### src/rtl/scan_pkg.sv
// Shared types and constants for the channel scan sequencer.
package scan_pkg;

  localparam int SEL_WIDTH = 2;
  localparam int NUM_CH    = 4;

  typedef enum logic [1:0] {
    ST_IDLE   = 2'd0,
    ST_ACTIVE = 2'd1,
    ST_BLANK  = 2'd2
  } scan_state_e;

endpackage

### src/rtl/scan_next_sel.sv
// Combinational search for the next enabled channel, used both for the
// first channel of a sweep (i_first=1, search from 0) and at every dwell end.
module scan_next_sel
  import scan_pkg::*;
(
  input  logic [NUM_CH-1:0]    i_mask,
  input  logic [SEL_WIDTH-1:0] i_sel,
  input  logic                 i_first,
  output logic [SEL_WIDTH-1:0] o_next,
  output logic                 o_wrap,
  output logic                 o_none
);

  logic [SEL_WIDTH-1:0] w_base;
  logic [SEL_WIDTH-1:0] w_idx;
  logic                 w_found;

  always_comb begin
    w_base  = i_first ? '0 : i_sel + SEL_WIDTH'(1);
    w_idx   = '0;
    w_found = 1'b0;
    o_next  = i_sel;
    // Index arithmetic is SEL_WIDTH bits wide, so base+k wraps modulo NUM_CH.
    for (int k = 0; k < NUM_CH; k++) begin
      w_idx = w_base + SEL_WIDTH'(k);
      if (!w_found && i_mask[w_idx]) begin
        o_next  = w_idx;
        w_found = 1'b1;
      end
    end
    o_none = ~|i_mask;
    o_wrap = i_first | (o_next <= i_sel);
  end

endmodule

### src/rtl/scan_sequencer.sv
// Scans a 2-bit channel select across the unmasked channels, holding each for
// i_period+1 cycles. Define SCAN_BLANK_EN to insert one en=0 cycle between dwells.
module scan_sequencer
  import scan_pkg::*;
#(
  parameter int DIV_WIDTH = 8
) (
  input  logic                 i_clk,
  input  logic                 i_rst_n,
  input  logic                 i_start,
  input  logic                 i_stop,
  input  logic [DIV_WIDTH-1:0] i_period,
  input  logic [NUM_CH-1:0]    i_mask,
  output logic [SEL_WIDTH-1:0] o_sel,
  output logic                 o_en,
  output logic                 o_busy,
  output logic                 o_wrap,
  output logic [1:0]           o_state
);

  scan_state_e          r_state, w_state_nxt;
  logic [SEL_WIDTH-1:0] r_sel, w_sel_nxt;
  logic [DIV_WIDTH-1:0] r_cnt, w_cnt_nxt;
  logic                 r_en, w_en_nxt;
  logic                 r_busy, w_busy_nxt;
  logic                 r_wrap, w_wrap_nxt;
`ifdef SCAN_BLANK_EN
  logic                 r_wrap_pend, w_wrap_pend_nxt;
`endif

  logic [SEL_WIDTH-1:0] w_next_sel;
  logic                 w_next_wrap;
  logic                 w_none;

  scan_next_sel u_next_sel (
    .i_mask  (i_mask),
    .i_sel   (r_sel),
    .i_first (r_state == ST_IDLE),
    .o_next  (w_next_sel),
    .o_wrap  (w_next_wrap),
    .o_none  (w_none)
  );

  always_ff @(posedge i_clk or negedge i_rst_n) begin
    if (!i_rst_n) begin
      r_state <= ST_IDLE;
      r_sel   <= '0;
      r_cnt   <= '0;
      r_en    <= 1'b0;
      r_busy  <= 1'b0;
      r_wrap  <= 1'b0;
`ifdef SCAN_BLANK_EN
      r_wrap_pend <= 1'b0;
`endif
    end else begin
      r_state <= w_state_nxt;
      r_sel   <= w_sel_nxt;
      r_cnt   <= w_cnt_nxt;
      r_en    <= w_en_nxt;
      r_busy  <= w_busy_nxt;
      r_wrap  <= w_wrap_nxt;
`ifdef SCAN_BLANK_EN
      r_wrap_pend <= w_wrap_pend_nxt;
`endif
    end
  end

  always_comb begin
    w_state_nxt = r_state;
    w_sel_nxt   = r_sel;
    w_cnt_nxt   = r_cnt;
    w_en_nxt    = r_en;
    w_busy_nxt  = r_busy;
    w_wrap_nxt  = 1'b0;
`ifdef SCAN_BLANK_EN
    w_wrap_pend_nxt = r_wrap_pend;
`endif
    if (i_stop) begin
      w_state_nxt = ST_IDLE;
      w_en_nxt    = 1'b0;
      w_busy_nxt  = 1'b0;
    end else begin
      case (r_state)
        ST_IDLE: begin
          if (i_start && !w_none) begin
            w_state_nxt = ST_ACTIVE;
            w_sel_nxt   = w_next_sel;
            w_cnt_nxt   = i_period;
            w_en_nxt    = 1'b1;
            w_busy_nxt  = 1'b1;
            w_wrap_nxt  = 1'b1;
          end
        end
        ST_ACTIVE: begin
          if (r_cnt != '0) begin
            w_cnt_nxt = r_cnt - DIV_WIDTH'(1);
          end else if (w_none) begin
            // Mask emptied during the dwell: finish here, sel holds.
            w_state_nxt = ST_IDLE;
            w_en_nxt    = 1'b0;
            w_busy_nxt  = 1'b0;
          end else begin
            w_sel_nxt = w_next_sel;
`ifdef SCAN_BLANK_EN
            // sel settles during the blank cycle; wrap waits for ACTIVE.
            w_state_nxt     = ST_BLANK;
            w_en_nxt        = 1'b0;
            w_wrap_pend_nxt = w_next_wrap;
`else
            w_cnt_nxt  = i_period;
            w_wrap_nxt = w_next_wrap;
`endif
          end
        end
        ST_BLANK: begin
`ifdef SCAN_BLANK_EN
          w_state_nxt = ST_ACTIVE;
          w_cnt_nxt   = i_period;
          w_en_nxt    = 1'b1;
          w_wrap_nxt  = r_wrap_pend;
`else
          w_state_nxt = ST_IDLE;
          w_en_nxt    = 1'b0;
          w_busy_nxt  = 1'b0;
`endif
        end
        default: begin
          w_state_nxt = ST_IDLE;
          w_en_nxt    = 1'b0;
          w_busy_nxt  = 1'b0;
        end
      endcase
    end
  end

  assign o_sel   = r_sel;
  assign o_en    = r_en;
  assign o_busy  = r_busy;
  assign o_wrap  = r_wrap;
  assign o_state = r_state;

endmodule
### config.mk
export PLATFORM = sky130hd
export DESIGN_NAME = scan_sequencer
export DESIGN_NICKNAME = d
export VERILOG_FILES = /design/src/rtl/scan_pkg.sv /design/src/rtl/scan_next_sel.sv /design/src/rtl/scan_sequencer.sv
export SDC_FILE = /design/constraint.sdc
export NUM_CORES = 1
export LEC_CHECK = 0
export CAP_MARGIN = 0
export CORE_ASPECT_RATIO = 0.8
export CORE_MARGIN = 2
export CORE_UTILIZATION = 25
export CTS_CLUSTER_SIZE = 16
export DETAILED_ROUTE_END_ITERATION = 12
export GPL_TIMING_DRIVEN = 1
export PLACE_DENSITY = 0.54
export REMOVE_ABC_BUFFERS = 1
export SYNTH_ARGS = -nofsm -noshare
export SYNTH_HDL_FRONTEND = slang
export SYNTH_SLANG_ARGS = --single-unit
### constraint.sdc
create_clock -name i_clk -period 3.4 [get_ports i_clk]
set_input_delay 0.85 -clock i_clk [delete_from_list [all_inputs] [get_ports i_clk]]
set_output_delay 0.85 -clock i_clk [all_outputs]
set_load 0.05 [all_outputs]
==> reports/qor.yml <==
outcome:
  outcome: "finished, final reports clean"
clock_tree:
  post_cts_buffers: 0
  cts_hold_buf: 0
  clock-sinks: 12
  cts_buffer_depth: 2
  insertion_delay_ns: 0.25
  cts-root-buf: "clkbuf_8"
  cts_buffers: 3
  path_clk_slew_ns: 0.05
  tritoncts: "yes"
  ctsResizeCount: 0
  h-tree-depth: 1
sta:
  drv_slew: 0
  tightest_slew_ns: 0.574
  fin_crit_ns: 2.84
  slew_headroom_pct: 61.6
  fmaxAchievable_mhz: 352
  report.final.hold_viol_count: 0
  skew_ns: 0.00706
  fin_crit_sh_pct: 83.6
  finalSetupTns_ns: 0
  rsz0062_at_grt: "false"
  setup_viol: 0
global_routing:
  grt_pass1_wl_mm: 4.44
  grt_overflow_total: 0
  grtUsageTotal_pct: 11.0
  antenna_found_initial: 0
  first_global_vias: 938
  grt_start_max_net_pins: 17
floorplan:
  std_cell_rows: 21
  coreArea_um2: 4230
  fp.dieW_um: 78.7
  die_h_um: 63.7
  start_util_pct: 26.4
  dieArea_um2: 5010
  ios: 23
critical_path:
  slowest_stage: "clkdlybuf4s50_1"
  critPathArrivalTime_ns: 3.00
  path_cells: "clkdlybuf4s50_1, a31o_1, o32a_1, nand2b_4, a211oi_1, ha_1, inv_1, a21o_1, a31oi_1"
  path_buf_inv: 2
  path_delay_family: "compound AO/OA/AOI/OAI gates"
  worstSetupPathType: "in -> reg"
  cp_max_fo: 6
  critical_path.max_stage_delay_ns: 0.55
  crit_required_ns: 3.56
  startpoint_type: "input pin"
  worst_setup_path_end_kind: "flop"
final_layout:
  layout_common_cells: "clkdlybuf4s50_1, dfrtp_1, nor2_1, inv_1, o21ai_0"
  design_area_um2: 1420
  syn2layout_area_growth_pct: 27.0
  layout-drive-gt1-share_pct: 16.2
  antennaDiodeCount: 0
  nNetsFinal: 169
  final_common_cell: "clkdlybuf4s50_1"
routing:
  viasPerCell: 4.97
  dr.max_layer_used: "met4"
  dr.pass1.iters: 4
  first_iter_violations: 61
  drt-total-wl_mm: 2.62
  met1_length_mm: 1.28
  drc: 0
  ant_nets: 0
  met2WireLength_mm: 1.24
  via_count: 1019
  wl_per_cell_um: 12.8
  route.met3.wl_um: 97
power_and_ir_drop:
  share_comb_of_total_power_pct: 49.9
  power.internal_w: 0.000468
  powerDensity_nw_per_um2: 576
  leakage_nw: 0.570
  vdd.ir_drop.worst_v: 0.000185
  fin_total_pwr_w: 0.000816
  switching_share_pct: 42.7
  p_seq_share_pct: 30.5
  clock_power_share_pct: 19.5
  p_sw_w: 0.000348
placed_design:
  place_area_um2: 1360
  port_buffers: 21
  routabilityCongestion: 0.813
  dpl.hpwl_mm: 2.07
logic_synthesis:
  yosys_warnings: 0
  synth-simple-area-share_pct: 29.5
  syn_area_um2: 1110
  synth_area_leaders: "dfrtp_1, ha_1, nor4b_4"
  synthAdderAreaFrac_pct: 4.49
  synth.distinct_cells: 52
  synth.avg_cell_area_um2: 8.64
  synthesis.instances: 129
  synth.largest_area_cell: "dfrtp_1"
  synth.area.mux_share_pct: 3.14
  synth-compound-area-share_pct: 27.4
  synth-xor-area-share_pct: 0
  synth_top_family_by_area: "simple AND/OR/NAND/NOR gates"
  synth_top_area_share_pct: 26.9
  ys_seq_area_share_pct: 26.9
  synth_seq_cells: 12
run:
  drv_cap: 0
worst_hold_path:
  hp-class: "reg -> reg"
synthesized netlist by cell type, drive strengths merged:
cell type and instances:
a21o 3, dfrtp 12, a32o 1, a22oi 1
o211ai 2, nand3 5, nor2b 3, a21oi 8
buf 8, nand2 6, ha 4, a211oi 2
a21boi 1, or2b 1, nor4 3, or2 1
nor3b 2, mux2 1, o21a 2, nor4b 2
conb 1, a2bb2oi 1, mux2i 2, nand4 1
nor2 11, o21ai 10, a41o 1, o32ai 1
nand2b 4, a31o 2, o32a 1, inv 9
clkbuf 1, o22a 2, a31oi 4, and3 2
or4 1, nor3 7
worst reg2reg max path, cell delays in order (launching register included):
cell and delay [ns]:
dfrtp_1 0.50, and3_1 0.24, a31o_1 0.21, o32a_1 0.40
nand2b_4 0.17, a211oi_1 0.22, ha_1 0.18, inv_1 0.04
a21o_1 0.16, a31oi_1 0.15
cells by family after synthesis:
logic type	count (synthesis)
compound gates	42
fa+ha+maj	4
buf+inv	18
flops	12
mux	3
other cells	1
simple gates	49
registers in the layout, summed over array words and instances (netlist names):
signal,flops
o_busy,1
o_sel,2
o_wrap,1
r_cnt,8
final timing paths:
path / start / end / slack [ns] / depth (start not counted)
max in group asynchronous: i_rst_n / r_cnt[5]$_DFFE_PN0P_ / 2.05 / 1
max: i_mask[0] / o_wrap$_DFF_PN0_ / 0.56 / 9
min: r_cnt[7]$_DFFE_PN0P_ / r_cnt[7]$_DFFE_PN0P_ / 0.58 / 1
max reg2reg: o_sel[0]$_DFFE_PN0P_ / o_wrap$_DFF_PN0_ / 1.06 / 9
min in group asynchronous: i_rst_n / r_cnt[1]$_DFFE_PN0P_ / 0.97 / 1
min reg2reg: r_cnt[7]$_DFFE_PN0P_ / r_cnt[7]$_DFFE_PN0P_ / 0.58 / 1
per-stage QoR:
stage	std cells	setup slack, ns	hold slack (ns)	utilization, %
after floorplan	120	0.324	0.541	-
after global placement	201	0.374	0.575	32.2
after detailed placement	201	0.308	0.575	32.2
after CTS	205	0.550	0.587	33.5
after global routing	205	0.426	0.616	33.5
final	205	0.558	0.579	33.5
power by group through the flow:
| stage | Clock, W | Combinational [W] | Sequential (W) |
|---|---|---|---|
| after floorplan | 0 | 0.000241 | 0.000297 |
| after global placement | 0 | 0.000405 | 0.000253 |
| after detailed placement | 0 | 0.000408 | 0.000251 |
| after CTS | 0.000164 | 0.000410 | 0.000248 |
| after global routing | 0.000169 | 0.000446 | 0.000259 |
| final | 0.000159 | 0.000408 | 0.000249 |
routing by layer:
metal / GRT usage, % / up-vias
met5: 0 / -
met4: 1.97 / 0
met3: 2.72 / 2
met2: 17.5 / 18
met1: 15.3 / 486
li1: - / 513
cell type report:
class	instances	area, µm²
inverters	9	33.8
repair buffers	24	233
clock buffers	4	55.1
well taps	57	71.3
flip-flops and latches	12	300
fillers	432	2810
multi-input cells	99	723
No activity file was read; power rests on OpenSTA's default activity.
